### src/rtl/registr_serial_tx_module_if.sv
// Word handshake between a producer and the serial frame transmitter.
// The producer (master) offers a word with in_valid; the transmitter
// (slave) signals with in_ready when it can take one.
interface registr_serial_tx_module_if #(
    parameter int WIDTH = 8
) ();

    logic [WIDTH-1:0] in;
    logic             in_valid;
    logic             in_ready;

    modport master (
        output in,
        output in_valid,
        input  in_ready
    );

    modport slave (
        input  in,
        input  in_valid,
        output in_ready
    );

endinterface

### src/rtl/registr_serial_tx_module.sv
// Parallel-to-serial frame transmitter.
// Frame on the line: start (0), WIDTH data bits MSB first, optional
// even-parity bit, stop (1). Idle line level is 1. A word offered during
// the stop cycle starts the next frame with no idle gap.
module registr_serial_tx_module #(
    parameter int WIDTH     = 8,
    parameter bit PARITY_EN = 1'b1
) (
    input  logic                              clk,
    input  logic                              rst,
    registr_serial_tx_module_if.slave         bus,
    output logic                              out,
    output logic                              busy
);

    localparam int             CNT_W    = (WIDTH > 2) ? $clog2(WIDTH) : 1;
    localparam logic [CNT_W-1:0] CNT_LAST = CNT_W'(WIDTH - 1);

    typedef enum logic [2:0] {
        IDLE   = 3'd0,
        START  = 3'd1,
        DATA   = 3'd2,
        PARITY = 3'd3,
        STOP   = 3'd4
    } state_t;

    state_t           state;
    logic [WIDTH-1:0] sh;
    logic [CNT_W-1:0] cnt;
    logic             par;
    logic             accept;

    // Ready is a pure decode of the state: a word can be taken while idle
    // or during the stop bit (back-to-back frames).
    assign bus.in_ready = (state == IDLE) || (state == STOP);
    assign accept       = bus.in_valid && bus.in_ready;

    // Frame sequencer; out and busy are registered and take the value
    // belonging to the state being entered on each edge.
    // NOTE: every register here uses non-blocking assignment so that all
    // right-hand sides read pre-edge values regardless of statement order.
    always_ff @(posedge clk) begin
        if (rst) begin
            // NOTE: the shift register is ordinary flops, not a memory, so
            // clearing it in reset costs nothing and keeps state deterministic.
            state <= IDLE;
            sh    <= '0;
            cnt   <= '0;
            par   <= 1'b0;
            out   <= 1'b1;
            busy  <= 1'b0;
        end else begin
            unique case (state)
                IDLE, STOP: begin
                    if (accept) begin
                        sh    <= bus.in;
                        par   <= ^bus.in;
                        cnt   <= '0;
                        state <= START;
                        out   <= 1'b0;
                        busy  <= 1'b1;
                    end else begin
                        state <= IDLE;
                        out   <= 1'b1;
                        busy  <= 1'b0;
                    end
                end

                START: begin
                    // First data bit (MSB) goes out; shift so the next
                    // bit sits at the top for the following cycle.
                    state <= DATA;
                    out   <= sh[WIDTH-1];
                    sh    <= {sh[WIDTH-2:0], 1'b0};
                    busy  <= 1'b1;
                end

                DATA: begin
                    busy <= 1'b1;
                    if (cnt == CNT_LAST) begin
                        if (PARITY_EN) begin
                            state <= PARITY;
                            out   <= par;
                        end else begin
                            state <= STOP;
                            out   <= 1'b1;
                        end
                    end else begin
                        cnt <= cnt + CNT_W'(1);
                        out <= sh[WIDTH-1];
                        sh  <= {sh[WIDTH-2:0], 1'b0};
                    end
                end

                PARITY: begin
                    state <= STOP;
                    out   <= 1'b1;
                    busy  <= 1'b1;
                end

                default: begin
                    state <= IDLE;
                    out   <= 1'b1;
                    busy  <= 1'b0;
                end
            endcase
        end
    end

endmodule

### src/flat_wrapper.sv
// flat-port wrapper written by rule: the top's interface ports become plain ports
module registr_serial_tx_module_flat 
#(
    parameter int WIDTH     = 8,
    parameter bit PARITY_EN = 1'b1
)
  (clk, rst, out, busy, bus_in, bus_in_valid, bus_in_ready);
  registr_serial_tx_module_if #(.WIDTH(WIDTH)) bus_i ();
  input  logic clk;
  input  logic rst;
  output logic out;
  output logic busy;
  input wire logic [$bits(bus_i.in)-1:0] bus_in;
  input wire logic [$bits(bus_i.in_valid)-1:0] bus_in_valid;
  output wire logic [$bits(bus_i.in_ready)-1:0] bus_in_ready;
  assign bus_i.in = bus_in;
  assign bus_i.in_valid = bus_in_valid;
  assign bus_in_ready = bus_i.in_ready;
  registr_serial_tx_module #(.WIDTH(WIDTH), .PARITY_EN(PARITY_EN)) u_core (.clk(clk), .rst(rst), .bus(bus_i), .out(out), .busy(busy));
endmodule
### config.mk
export PLATFORM = sky130hd
export DESIGN_NAME = registr_serial_tx_module_flat
export DESIGN_NICKNAME = d
export VERILOG_FILES = /design/src/rtl/registr_serial_tx_module_if.sv /design/src/rtl/registr_serial_tx_module.sv /design/src/flat_wrapper.sv
export SDC_FILE = /design/constraint.sdc
export NUM_CORES = 1
export LEC_CHECK = 0
export CAP_MARGIN = 20
export CORE_UTILIZATION = 28
export CTS_BUF_LIST = sky130_fd_sc_hd__clkbuf_4
export CTS_CLUSTER_SIZE = 12
export DETAILED_ROUTE_END_ITERATION = 8
export GPL_ROUTABILITY_DRIVEN = 0
export PLACE_DENSITY = 0.46
export SYNTH_ARGS = -nofsm -noshare
export SYNTH_HDL_FRONTEND = slang
export SYNTH_SLANG_ARGS = --single-unit
export TNS_END_PERCENT = 100
### constraint.sdc
create_clock -name clk -period 3.95 [get_ports clk]
set_input_delay 0.79 -clock clk [delete_from_list [all_inputs] [get_ports clk]]
set_output_delay 0.79 -clock clk [all_outputs]
set_load 0.005 [all_outputs]
---- Word-level counts from Yosys, hierarchy flattened ----
Cells that the tools add are included.
operators by class
  equal/unequal tests ..................... 8
  reductions and logical operators ........ 11
  add/subtract/negate cells ............... 1
  muxes and demuxes ....................... 14
operator list
  cell                                                    count
  case mux 8 bit (3 select lines)                         1
  2-to-1 mux 8 bit                                        2
  case mux 3 bit (4 select lines)                         1
  2-to-1 mux 3 bit                                        3
  XOR reduction 8 bit                                     1
  equality test 3 x 2 -> 1 bit (second input constant)    2
  equality test 3 bit (second input constant)             2
  case mux 3 bit (2 select lines)                         1
  AND reduction 3 bit                                     2
  2-to-1 mux 1 bit                                        4
  inequality test 2 x 1 -> 1 bit (second input constant)  2
  adder 3 x 1 -> 3 bit (second input constant)            1
  equality test 3 x 1 -> 1 bit (second input constant)    1
  zero test 3 bit                                         1
  case mux 1 bit (3 select lines)                         1
  nonzero test 3 bit                                      1
  OR reduction 3 bit                                      1
  inequality test 2 bit (second input constant)           1
  case mux 1 bit (2 select lines)                         1
  AND reduction 2 bit                                     1
  nonzero test 2 bit                                      1
  OR reduction 2 bit                                      1
  logical AND 1 bit                                       1
  logical OR 1 bit                                        1
word-level totals
  register bits after elaboration ......... 17
  logic and storage cells ................. 40
  output and inout bits ................... 3

---- Logic depth before layout (Yosys ltp) ----
  depth after elaboration ................. 5
  mapped depth ............................ 8
  depth with buffers taken out ............ 6

---- Worst setup path after synthesis ----
No wires, ideal clock.
  kind .................................... input to register
  start point ............................. input bus_in_valid
  end point ............................... register u_core.sh[0]
  buffers on the path ..................... 2
  arrival time ............................ 1.698 ns
  library setup time ...................... 0.135 ns
  stages .................................. 6
  setup slack ............................. 2.117 ns
  cells stage by stage .................... nor3b_2 -> or3_1 -> buf_6 -> buf_12 -> nand3b_1 -> a21oi_1
between the ends
  cells in the longest elaborated chain, start to end .. 3
ends and longest elaborated chain
  item                                      RTL line                        RTL
  from (decl)                               flat_wrapper.sv:14              input wire logic [$bits(bus_i.in_valid)-1:0] bus_in_valid;
  logical AND 1 bit                         registr_serial_tx_module.sv:36  assign accept = bus.in_valid && bus.in_ready;
  inequality test 2 x 1 -> 1 bit (no line)  --
  AND reduction 3 bit (no line)             --
  to (signal assigned)                      registr_serial_tx_module.sv:56  sh <= bus.in;
  to (signal assigned)                      registr_serial_tx_module.sv:74  sh <= {sh[WIDTH-2:0], 1'b0};
  to (signal assigned)                      registr_serial_tx_module.sv:91  sh <= {sh[WIDTH-2:0], 1'b0};
  to (decl)                                 registr_serial_tx_module.sv:28  logic [WIDTH-1:0] sh;
No other way between the ends.
A chain may end at the register's enable or synchronous reset.

---- Worst setup path after layout ----
  start point ............................. input bus_in_valid
  end point ............................... register u_core.sh[4]
Same word-level chain as after synthesis.

==> results.cfg <==
[setup_path]
worstRegToRegCells = 6
crit_chain = clkdlybuf4s50_1 -> nor3b_2 -> or3_1 -> nor2_1 -> a311oi_2
r2r-start = u_core.cnt[0]$_SDFFE_PP0P_
cp.arrival_ns = 2.52
required_ns = 4.16
endpoint_kind = register
worstSetupEndpoint = u_core.sh[4]$_SDFFE_PP0P_
reg2reg_to = u_core.sh[4]$_SDFFE_PP0P_
critPathLaunch = bus_in_valid
crit_slowest_cell = or3_1
cp-start-kind = input port
slowest_delay_ns = 0.57
crit_type = in -> reg
cp_max_fo = 15
r2r_slack_ns = 1.87

[drt]
routed_via_density = 4.65
dr_total_vias = 716
wl_per_cell_um = 11.2
wl_um = 1730
drcViolationCount = 0
drtIter0Drc = 20
drtPass1Iterations = 4
ant_nets = 0

[yosys]
ys.flop_type = dfxtp_1
synth_top_cells_by_area = dfxtp_1 (36%), a311oi_2 (11%), xnor2_1 (6.5%), nand2_1 (4.8%), nor2_1 (4.8%)
synth.distinct_cells = 33
synth_edf_count = 0
async_flop_share = 0
syn-num-nets = 113
synth_area_um2 = 937
yosys.area.top_type_share = 0.363
synth_cells = 100
ys_seq_area_frac = 0.363
ys_warn_count = 0
synth_seq_cells = 17
syn_avg_cell_area_um2 = 9.37
synth_area_leader_cell = dfxtp_1

[floorplanning]
core_area_mm2 = 0.00310
start_util = 0.302
io_pins = 14
dieArea_mm2 = 0.00358
die_w_um = 59.9
num_rows = 20
die_h_um = 59.9

[sta]
slew_violations = 0
fin_skew_ns = 0.00384
fmax_ghz = 0.433
finalSetupTns_ns = 0
relSlewSlack = 0.469
worst_pin_slew_ns = 0.794
timing.final.ws_setup_ns = 1.64
rsz0062_at_grt = no
hold_viol = 0
period_share = 0.585
fin_crit_ns = 2.31
setup_viol = 0

[worst_hold_path]
hp-class = reg -> reg

[cts]
post_cts_buffers = 0
h-tree-depth = 1
post_cts_resized = 0
cts_buffers = 3
cts_tree = done
holdBufCountCts = 0
root_buffer = clkbuf_4
clock-sinks = 17
insertion_delay_ns = 0.29
cts.clk_slew.worst_paths_ns = 0.11
cts_buffer_depth = 2

[placed_design]
pre_cts_ws_ns = 1.31
portBuffers = 13
placed_area_mm2 = 0.00106
dpl.hpwl_um = 1270

[grt]
antenna_found_initial = 0
grt_max_degree = 18
track_usage = 0.110
grt_overflow = 0
grt_pass1_vias = 648
grt_pass1_wl_um = 2930

[status]
run_status = finished clean

[layout]
nNetsFinal = 124
syn_to_final_growth_pct = 16.4
antennaDiodeCount = 0
drive_gt1_frac = 0.155
final_area_mm2 = 0.00109

[flow_run]
cap_viol_max_count = 0

[pwr]
p_leak_nw = 0.373
power_density_mw_per_mm2 = 384
ir_drop_uv = 174
-- kinds of logic after synthesis --
kind of cell             synth area share
multiplexers                       0.0214
XOR/XNOR                           0.0828
AND/OR/NAND/NOR                     0.227
adder cells (fa/ha/maj)            0.0267
flip-flops                          0.363
buffers and inverters              0.0667
AO/OA/AOI/OAI                       0.212
-- cell usage in the layout (no fill, tap or decap), drive strengths merged, types with 2 or more instances in the layout --
cell,netlist,layout
dfxtp,17,17
a21oi,4,4
ha,2,2
nor3,2,2
xnor2,8,8
nor3b,3,3
clkbuf,3,3
nand2,12,12
clkdlybuf4s50,0,13
a311oi,7,7
and2,2,2
o21ai,8,8
mux2i,2,2
nor2,14,14
-- per-stage QoR --
step | hold slack (ns) | power (mW) | utilization | instances
2_1_floorplan | 0.432 | 0.307 | - | 100
3_3_place_gp | 0.448 | 0.328 | 0.343 | 150
3_5_place_dp | 0.451 | 0.329 | 0.343 | 150
4_1_cts | 0.466 | 0.424 | 0.352 | 154
5_1_grt | 0.499 | 0.448 | 0.352 | 154
6_report | 0.463 | 0.419 | 0.352 | 154
-- worst min-delay path by stage --
stage | slack [ns] | endpoint | start | cells past startpoint
CTS | 0.47 | u_core.sh[0]$_SDFFE_PP0P_ | u_core.sh[0]$_SDFFE_PP0P_ | 2
detailed placement | 0.45 | u_core.sh[0]$_SDFFE_PP0P_ | u_core.sh[0]$_SDFFE_PP0P_ | 2
finish | 0.46 | u_core.sh[0]$_SDFFE_PP0P_ | u_core.sh[0]$_SDFFE_PP0P_ | 2
global placement | 0.45 | u_core.sh[0]$_SDFFE_PP0P_ | u_core.sh[0]$_SDFFE_PP0P_ | 2
floorplan | 0.43 | u_core.sh[0]$_SDFFE_PP0P_ | u_core.sh[0]$_SDFFE_PP0P_ | 2
global route | 0.50 | u_core.sh[0]$_SDFFE_PP0P_ | u_core.sh[0]$_SDFFE_PP0P_ | 2
-- critical path, delay by kind of cell --
kind | cells | cell delay (ns)
AOI/OAI and AO/OA | 1 | 0.24
buffers and inverters | 1 | 0.50
and+or+nand+nor | 3 | 0.98
-- sequential cells by signal, summed over array words and instances (netlist names) --
name	count
u_core.busy	1
u_core.cnt	3
u_core.out	1
u_core.par	1
u_core.sh	8
u_core.state	3
-- synth_stat cells (all sizes together) (3+ instances only) --
master	number
nor2	14
a21oi	4
clkbuf	3
o21ai	8
dfxtp	17
a311oi	7
nand2	12
xnor2	8
buf	4
nor3b	3
-- routing by layer --
layer | up-vias | part of all wire | GRT usage
met5 | - | 0 | 0
met4 | 0 | 0.0046 | 0.0299
met3 | 2 | 0.023 | 0.0390
met2 | 7 | 0.44 | 0.160
met1 | 333 | 0.53 | 0.153
li1 | 374 | - | -
-- final cells by class --
cell class	count	area [um^2]
fill	347	2010
multi-input combinational	75	534
sequential	17	340
timing repair buffer	13	130
tap	44	55.1
clock buffer	3	22.5
clock inverter	1	5.00
inverter	1	3.75
-- power breakdown --
part | leakage [nW] | internal [mW] | switching, mW
clock | 0.0177 | 0.0377 | 0.0588
sequential | 0.140 | 0.191 | 0.0145
combinational | 0.215 | 0.0586 | 0.0591
total | 0.373 | 0.287 | 0.132
Power figures use the tool's default switching activity.
